## src/rtl/hilo_wbpipe_if.sv

```systemverilog
// HI/LO writeback pipe bundle: EX request, pipeline control, architectural
// HI/LO feedback, forwarded values and WB commit strobes.
interface hilo_wbpipe_if #(
  parameter int unsigned DATA_W = 32
);
  logic              reg_stall;
  logic              flush;
  logic              ex_valid;
  logic              ex_hi_we;
  logic [DATA_W-1:0] ex_hi_data;
  logic              ex_lo_we;
  logic [DATA_W-1:0] ex_lo_data;
  logic [DATA_W-1:0] arch_hi;
  logic [DATA_W-1:0] arch_lo;
  logic [DATA_W-1:0] fwd_hi;
  logic [DATA_W-1:0] fwd_lo;
  logic              hi_write;
  logic [DATA_W-1:0] hi_write_data;
  logic              lo_write;
  logic [DATA_W-1:0] lo_write_data;
  logic              pending;

  modport master (
    output reg_stall, flush, ex_valid, ex_hi_we, ex_hi_data, ex_lo_we, ex_lo_data,
    output arch_hi, arch_lo,
    input  fwd_hi, fwd_lo, hi_write, hi_write_data, lo_write, lo_write_data, pending
  );

  modport slave (
    input  reg_stall, flush, ex_valid, ex_hi_we, ex_hi_data, ex_lo_we, ex_lo_data,
    input  arch_hi, arch_lo,
    output fwd_hi, fwd_lo, hi_write, hi_write_data, lo_write, lo_write_data, pending
  );
endinterface

```

## src/rtl/hilo_wbpipe.sv

```systemverilog
// Carries HI/LO write requests from EX through MEM and WB slots, commits them
// at WB and forwards the youngest uncommitted value back to EX.
module hilo_wbpipe #(
  parameter int unsigned DATA_W = 32
) (
  input  logic        clk,
  input  logic        rst,
  hilo_wbpipe_if.slave bus
);

  typedef struct packed {
    logic              hi_we;
    logic [DATA_W-1:0] hi_data;
    logic              lo_we;
    logic [DATA_W-1:0] lo_data;
  } slot_t;

  slot_t m_slot;
  slot_t w_slot;
  slot_t ex_slot;
  logic  commit_en;

  // Data fields are zeroed whenever their enable is clear, so a bubble carries 0.
  always_comb begin
    ex_slot         = '0;
    ex_slot.hi_we   = bus.ex_valid & bus.ex_hi_we;
    ex_slot.lo_we   = bus.ex_valid & bus.ex_lo_we;
    ex_slot.hi_data = ex_slot.hi_we ? bus.ex_hi_data : '0;
    ex_slot.lo_data = ex_slot.lo_we ? bus.ex_lo_data : '0;
  end

  // Flush kills EX and MEM; the older W entry still commits via commit_en.
  always_ff @(posedge clk) begin
    if (rst) begin
      m_slot <= '0;
      w_slot <= '0;
    end else if (bus.flush) begin
      m_slot <= '0;
      w_slot <= '0;
    end else if (!bus.reg_stall) begin
      w_slot <= m_slot;
      m_slot <= ex_slot;
    end
  end

  // W strobes only on the cycle it leaves the slot.
  assign commit_en         = ~bus.reg_stall | bus.flush;
  assign bus.hi_write      = w_slot.hi_we & commit_en;
  assign bus.lo_write      = w_slot.lo_we & commit_en;
  assign bus.hi_write_data = w_slot.hi_data;
  assign bus.lo_write_data = w_slot.lo_data;

  // Youngest wins: M, then W, then the architectural register.
  always_comb begin
    bus.fwd_hi = bus.arch_hi;
    bus.fwd_lo = bus.arch_lo;
    if (w_slot.hi_we) bus.fwd_hi = w_slot.hi_data;
    if (m_slot.hi_we) bus.fwd_hi = m_slot.hi_data;
    if (w_slot.lo_we) bus.fwd_lo = w_slot.lo_data;
    if (m_slot.lo_we) bus.fwd_lo = m_slot.lo_data;
  end

  assign bus.pending = m_slot.hi_we | m_slot.lo_we | w_slot.hi_we | w_slot.lo_we;

endmodule

```

## src/flat_wrapper.sv

```systemverilog
// flat-port wrapper written by rule: the top's interface ports become plain ports
module hilo_wbpipe_flat 
#(
  parameter int unsigned DATA_W = 32
)
  (clk, rst, bus_reg_stall, bus_flush, bus_ex_valid, bus_ex_hi_we, bus_ex_hi_data, bus_ex_lo_we, bus_ex_lo_data, bus_arch_hi, bus_arch_lo, bus_fwd_hi, bus_fwd_lo, bus_hi_write, bus_hi_write_data, bus_lo_write, bus_lo_write_data, bus_pending);
  hilo_wbpipe_if #(.DATA_W(DATA_W)) bus_i ();
  input  logic clk;
  input  logic rst;
  input wire logic [$bits(bus_i.reg_stall)-1:0] bus_reg_stall;
  input wire logic [$bits(bus_i.flush)-1:0] bus_flush;
  input wire logic [$bits(bus_i.ex_valid)-1:0] bus_ex_valid;
  input wire logic [$bits(bus_i.ex_hi_we)-1:0] bus_ex_hi_we;
  input wire logic [$bits(bus_i.ex_hi_data)-1:0] bus_ex_hi_data;
  input wire logic [$bits(bus_i.ex_lo_we)-1:0] bus_ex_lo_we;
  input wire logic [$bits(bus_i.ex_lo_data)-1:0] bus_ex_lo_data;
  input wire logic [$bits(bus_i.arch_hi)-1:0] bus_arch_hi;
  input wire logic [$bits(bus_i.arch_lo)-1:0] bus_arch_lo;
  output wire logic [$bits(bus_i.fwd_hi)-1:0] bus_fwd_hi;
  output wire logic [$bits(bus_i.fwd_lo)-1:0] bus_fwd_lo;
  output wire logic [$bits(bus_i.hi_write)-1:0] bus_hi_write;
  output wire logic [$bits(bus_i.hi_write_data)-1:0] bus_hi_write_data;
  output wire logic [$bits(bus_i.lo_write)-1:0] bus_lo_write;
  output wire logic [$bits(bus_i.lo_write_data)-1:0] bus_lo_write_data;
  output wire logic [$bits(bus_i.pending)-1:0] bus_pending;
  assign bus_i.reg_stall = bus_reg_stall;
  assign bus_i.flush = bus_flush;
  assign bus_i.ex_valid = bus_ex_valid;
  assign bus_i.ex_hi_we = bus_ex_hi_we;
  assign bus_i.ex_hi_data = bus_ex_hi_data;
  assign bus_i.ex_lo_we = bus_ex_lo_we;
  assign bus_i.ex_lo_data = bus_ex_lo_data;
  assign bus_i.arch_hi = bus_arch_hi;
  assign bus_i.arch_lo = bus_arch_lo;
  assign bus_fwd_hi = bus_i.fwd_hi;
  assign bus_fwd_lo = bus_i.fwd_lo;
  assign bus_hi_write = bus_i.hi_write;
  assign bus_hi_write_data = bus_i.hi_write_data;
  assign bus_lo_write = bus_i.lo_write;
  assign bus_lo_write_data = bus_i.lo_write_data;
  assign bus_pending = bus_i.pending;
  hilo_wbpipe #(.DATA_W(DATA_W)) u_core (.clk(clk), .rst(rst), .bus(bus_i));
endmodule
```

## config.mk

```make
export PLATFORM = sky130hd
export DESIGN_NAME = hilo_wbpipe_flat
export DESIGN_NICKNAME = d
export VERILOG_FILES = /design/src/rtl/hilo_wbpipe_if.sv /design/src/rtl/hilo_wbpipe.sv /design/src/flat_wrapper.sv
export SDC_FILE = /design/constraint.sdc
export NUM_CORES = 1
export LEC_CHECK = 0
export ABC_CLOCK_PERIOD_IN_PS = 1800
export BUFFER_PORTS_ARGS = -buffer_cell sky130_fd_sc_hd__buf_4
export CAP_MARGIN = 15
export CELL_PAD_IN_SITES_DETAIL_PLACEMENT = 1
export CELL_PAD_IN_SITES_GLOBAL_PLACEMENT = 1
export CORE_UTILIZATION = 35
export DETAILED_ROUTE_END_ITERATION = 12
export MAX_ROUTING_LAYER = met4
export PLACE_DENSITY = 0.83
export SLEW_MARGIN = 10
export SYNTH_ARGS = -nofsm -noshare
export SYNTH_HDL_FRONTEND = slang
export SYNTH_SLANG_ARGS = --single-unit
```

## constraint.sdc

```tcl
create_clock -name clk -period 1.8 [get_ports clk]
set_clock_uncertainty 0.2 [all_clocks]
set_input_delay 0.27 -clock clk [delete_from_list [all_inputs] [get_ports clk]]
set_output_delay 0.27 -clock clk [all_outputs]
set_load 0.005 [all_outputs]
```

Word level (Yosys, flattened, before mapping)
Index checks and enable logic that the tools add are counted.
{"block": "classes", "mux": 6, "bitwise": 9, "n_reduce_logical": 1}
{"cell": "$mux 32", "count": 6}
{"cell": "$and 1x1->1", "count": 4}
{"cell": "$or 1x1->1", "count": 4}
{"cell": "$reduce_or 2->1", "count": 1}
{"cell": "$not 1->1", "count": 1}
{"block": "totals", "ff_bits": 132, "input_bits": 135}

Longest topological paths before layout
{"block": "depth", "depth_word": 3, "ltp_mapped": 5, "ltp_nobuf": 2}

Worst setup path after synthesis
Ideal clock, no wire load.
{"block": "synth_timing", "path_kind": "reg2out", "start": "register u_core.w_slot[65] (netlist bit)", "end": "output port bus_fwd_hi[23]", "t_arrival_ns": 0.993, "required_time_ns": 1.330, "slack_ns": 0.337, "path_stages_with_launch": 5, "path_buffers": 2, "path_cell_list": "dfxtp_1 > buf_2 > buf_2 > mux2i_1 > o21ai_1"}
{"block": "synth_between", "elab_chain_cells": 2}
{"item": "from (decl)", "line_no": "hilo_wbpipe.sv:19", "source": "slot_t w_slot;"}
{"item": "from (signal assigned)", "line_no": "hilo_wbpipe.sv:41", "source": "w_slot <= m_slot;"}
{"item": "$mux 32", "line_no": "hilo_wbpipe.sv:57", "source": "if (w_slot.hi_we) bus.fwd_hi = w_slot.hi_data;"}
{"item": "$mux 32", "line_no": "hilo_wbpipe.sv:58", "source": "if (m_slot.hi_we) bus.fwd_hi = m_slot.hi_data;"}
{"item": "to (decl)", "line_no": "flat_wrapper.sv:19", "source": "output wire logic [$bits(bus_i.fwd_hi)-1:0] bus_fwd_hi;"}
No other way between the ends.

Worst setup path in the final report
{"block": "layout_timing", "start": "register u_core.w_slot[65] (netlist bit)", "end": "output port bus_fwd_hi[5]"}
Same word-level chain as after synthesis.

==> key figures <==
GRT
  – Antenna violations before repair: 0
  – Vias in the first global route: roughly 6400
  – First-pass GRT wire length: approximately 34 mm
  – GR Util All Layers: 24.9%
  – Total grt overflow: 0
  – Pin count of the biggest net entering global routing: between 50 and 60

Synth
  – Mean post-synth cell area: between 9 and 10 µm²
  – Distinct cells, synth: 20
  – Synth Register Bits: between 100 and 150
  – Ys async rst share: 0%
  – Post-synth EDFFs: 0
  – Mapped cell area: approximately 6300 µm²
  – Main flop type after synthesis: dfxtp_1
  – Largest area contributor in the netlist: dfxtp_1
  – Syn nets: 794
  – Seq/Total Area, Yosys: 42.0%
  – Syn Inst Count: 659
  – Main area contributors after synthesis: dfxtp_1, mux2i_1, a32o_1
  – Warnings, synthesis: 0
  – Yosys top cell area share: a little over two fifths
  – Most common cell in the netlist: dfxtp_1
  – Synth cell count leaders: dfxtp_1, mux2i_1, buf_4

Floorplan
  – Die Wd: about 140 µm
  – Initial core utilization: a little over a third
  – IO Count: approximately 270
  – Row count: 48
  – Core ar.: approximately 17000 µm²
  – Total Die Area: between 15000 and 20000 µm²
  – Die H: around 140 µm

Power
  – VDD IR max: about 640 µV
  – Leak: around 4 nW
  – Pwr per Cell Area: 778 nW/µm²

Cells and area
  – Final Non-Filler Cells: 1144
  – Finished Cell Area: 9570 µm²
  – Final Util: 55.0%
  – Ant. Diodes: 0
  – Area Growth Syn to Fin: 52.0%
  – Nets: approximately 1000
  – Layout fillers: slightly below 2000
  – Share of post-route cells with drive strength above 1: a little under two fifths

Placed design
  – Post-DP HPWL: between 10 and 15 mm
  – IO buf count: ~270
  – Placed Instances: 1041
  – Cell Area, Placed: 8040 µm²
  – Placer Congestion: 0.730

Timing
  – Finish-stage setup viols: 66
  – Least-Margin Pin Slew: 0.415 ns
  – Final period util: 112%
  – F_max: approximately 0.5 GHz
  – Clock period minus worst slack: about 2.0 ns
  – Setup ws final: -0.214 ns
  – Final Max Tran Viols: 0
  – Final hold violations: 0
  – RSZ-0062 raised after global routing: true
  – Max-Slew Margin vs Limit: 72.3%

Detailed routing
  – Routed wire length per instance: around 20 µm
  – DRT Wirelength: roughly 23 mm
  – Drt drc: 0
  – Final antenna-violating net count: 0
  – DR pass1 iterations: 5
  – Vias: 6040
  – Vias/cell: between 5 and 6
  – 1st-iter DRT viols: around 280

Clock network
  – Clock-pin transition on the worst setup and hold timing paths: 0.06 ns
  – CTS sink count: around 130
  – Clock root buffer master: clkbuf_16
  – Clock tree from TritonCTS: built
  – CTS H-tree lvls: 4
  – Clk_lat worst skew: 0.42 ns
  – Total CTS buffers: 17
  – Clk buf depth: 2

Worst setup path
  – Flop-to-flop setup slack: approximately 0.65 ns
  – Worst Path Required: 1.33 ns
  – Worst path slowest cell: dfxtp_4
  – Crit-path cells: buf_16 > mux2i_1 > o21ai_1 > buf_4
  – CP startpoint kind: flip-flop
  – Reg2Reg Launch Point: u_core.m_slot[32]$_SDFFE_PP0N_
  – Max stage delay on crit path: approximately 0.45 ns
  – Setup CP Type: flip-flop to output pin
  – Reg-to-Reg End: u_core.m_slot[32]$_SDFFE_PP0N_
  – CP max FO: 8
  – Worst EP arrival: 1.54 ns
  – Reg2reg path depth: 3
  – CP endpoint kind: output pin

Worst hold path
  – Worst hold endpoint: u_core.bus.lo_write_data[30]$_SDFFE_PP0N_
  – HP Start: bus_reg_stall
  – Worst hold path class: input port to flip-flop
  – WHS Path Cells: 3

Outcome
  – Status: complete, but fails checks
  – Failing checks: setup timing

Run
  – Maxcap violations: 0
through the flow:
stage / power (W) / setup TNS [ns] / hold WS, ns / setup slack, ns
floorplan: 0.00332 / 0 / 0.224 / 0.337
global placement: 0.00376 / 0 / 0.267 / 0.212
detailed placement: 0.00378 / 0 / 0.284 / 0.157
CTS: 0.00749 / -9.73 / 0.0226 / -0.199
global route: 0.00771 / -14.33 / 0.0448 / -0.275
finish: 0.00745 / -9.24 / 0.0422 / -0.214
per-layer routing:
layer	global-route usage [%]	part of all wire [%]	vias to the layer above
met2	43.3	54	242
met3	6.26	6.0	43
met5	-	0	-
met4	9.94	2.0	0
met1	27.1	38	2978
li1	-	-	2777
sequential cells by signal, indices dropped and copies added, names as in the netlist:
register                  count
u_core.bus.hi_write_data     32
u_core.w_slot                 2
u_core.m_slot                66
u_core.bus.lo_write_data     32
report_power, final:
part	leakage [nW]	switching [W]	internal, W
logic	2.62	0.000369	0.000534
registers	1.07	0.0000206	0.00294
clock network	0.302	0.00127	0.00231
kinds of logic (layout without fill, tap and decap cells):
kind of cell    Yosys count  in the layout  synth area share, %
buf+inv                 124            384                 12.8
mux                     130            130                 20.7
compound gates          130            130                 15.4
flops                   132            132                 42.0
simple gates            143            143                 9.12
final cells by class:
type / instances / area, µm² / share of cell area [%]
tap: 225 / 282 / 2.94
timing repair buffer: 353 / 3080 / 32.1
multi-input combinational: 403 / 2950 / 30.8
clock inverter: 9 / 126 / 1.32
sequential: 132 / 2650 / 27.7
clock buffer: 22 / 484 / 5.06
critical path, delay by kind of cell, from the launching register on:
family,cells,cell delay [ns]
AO/OA/AOI/OAI,1,0.11
flip-flops,1,0.45
buffers and inverters,2,0.33
multiplexers,1,0.24
how the worst max path moves through the flow:
| stage | startpoint | end | depth (start not counted) |
|---|---|---|---|
| after floorplan | u_core.w_slot[65]$_SDFFE_PP0N_ | bus_fwd_hi[23] | 4 |
| after global placement | u_core.w_slot[65]$_SDFFE_PP0N_ | bus_fwd_hi[16] | 4 |
| after detailed placement | u_core.w_slot[65]$_SDFFE_PP0N_ | bus_fwd_hi[16] | 4 |
| after CTS | u_core.w_slot[65]$_SDFFE_PP0N_ | bus_fwd_hi[9] | 4 |
| after global routing | u_core.w_slot[65]$_SDFFE_PP0N_ | bus_fwd_hi[5] | 4 |
| final | u_core.w_slot[65]$_SDFFE_PP0N_ | bus_fwd_hi[5] | 4 |
what timing repair did:
action,CTS,global route
resized for setup,10,19
cloned,4,2
endpoints found under the setup margin,66,67
buffers inserted,0,1
pin swaps,1,4
endpoints found under the hold margin,64,0
hold buffers,65,0
cell usage in the layout, fill, tap and decap left out, types with 2 or more instances in the layout:
cell type,instances
dlygate4sd3_1,65
nand2_1,65
dfxtp_4,2
o21ai_2,5
clkbuf_16,19
clkbuf_8,4
clkinv_2,4
nor2_1,66
buf_6,3
and3b_1,2
a32o_1,63
buf_16,4
buf_12,11
bufinv_16,3
mux2i_1,121
and2_4,2
mux2i_2,5
buf_4,268
dfxtp_1,128
o21a_1,2
o21ai_1,59
mux2i_4,4
dfxtp_2,2
and2_1,2
Power figures use the tool's default switching activity.
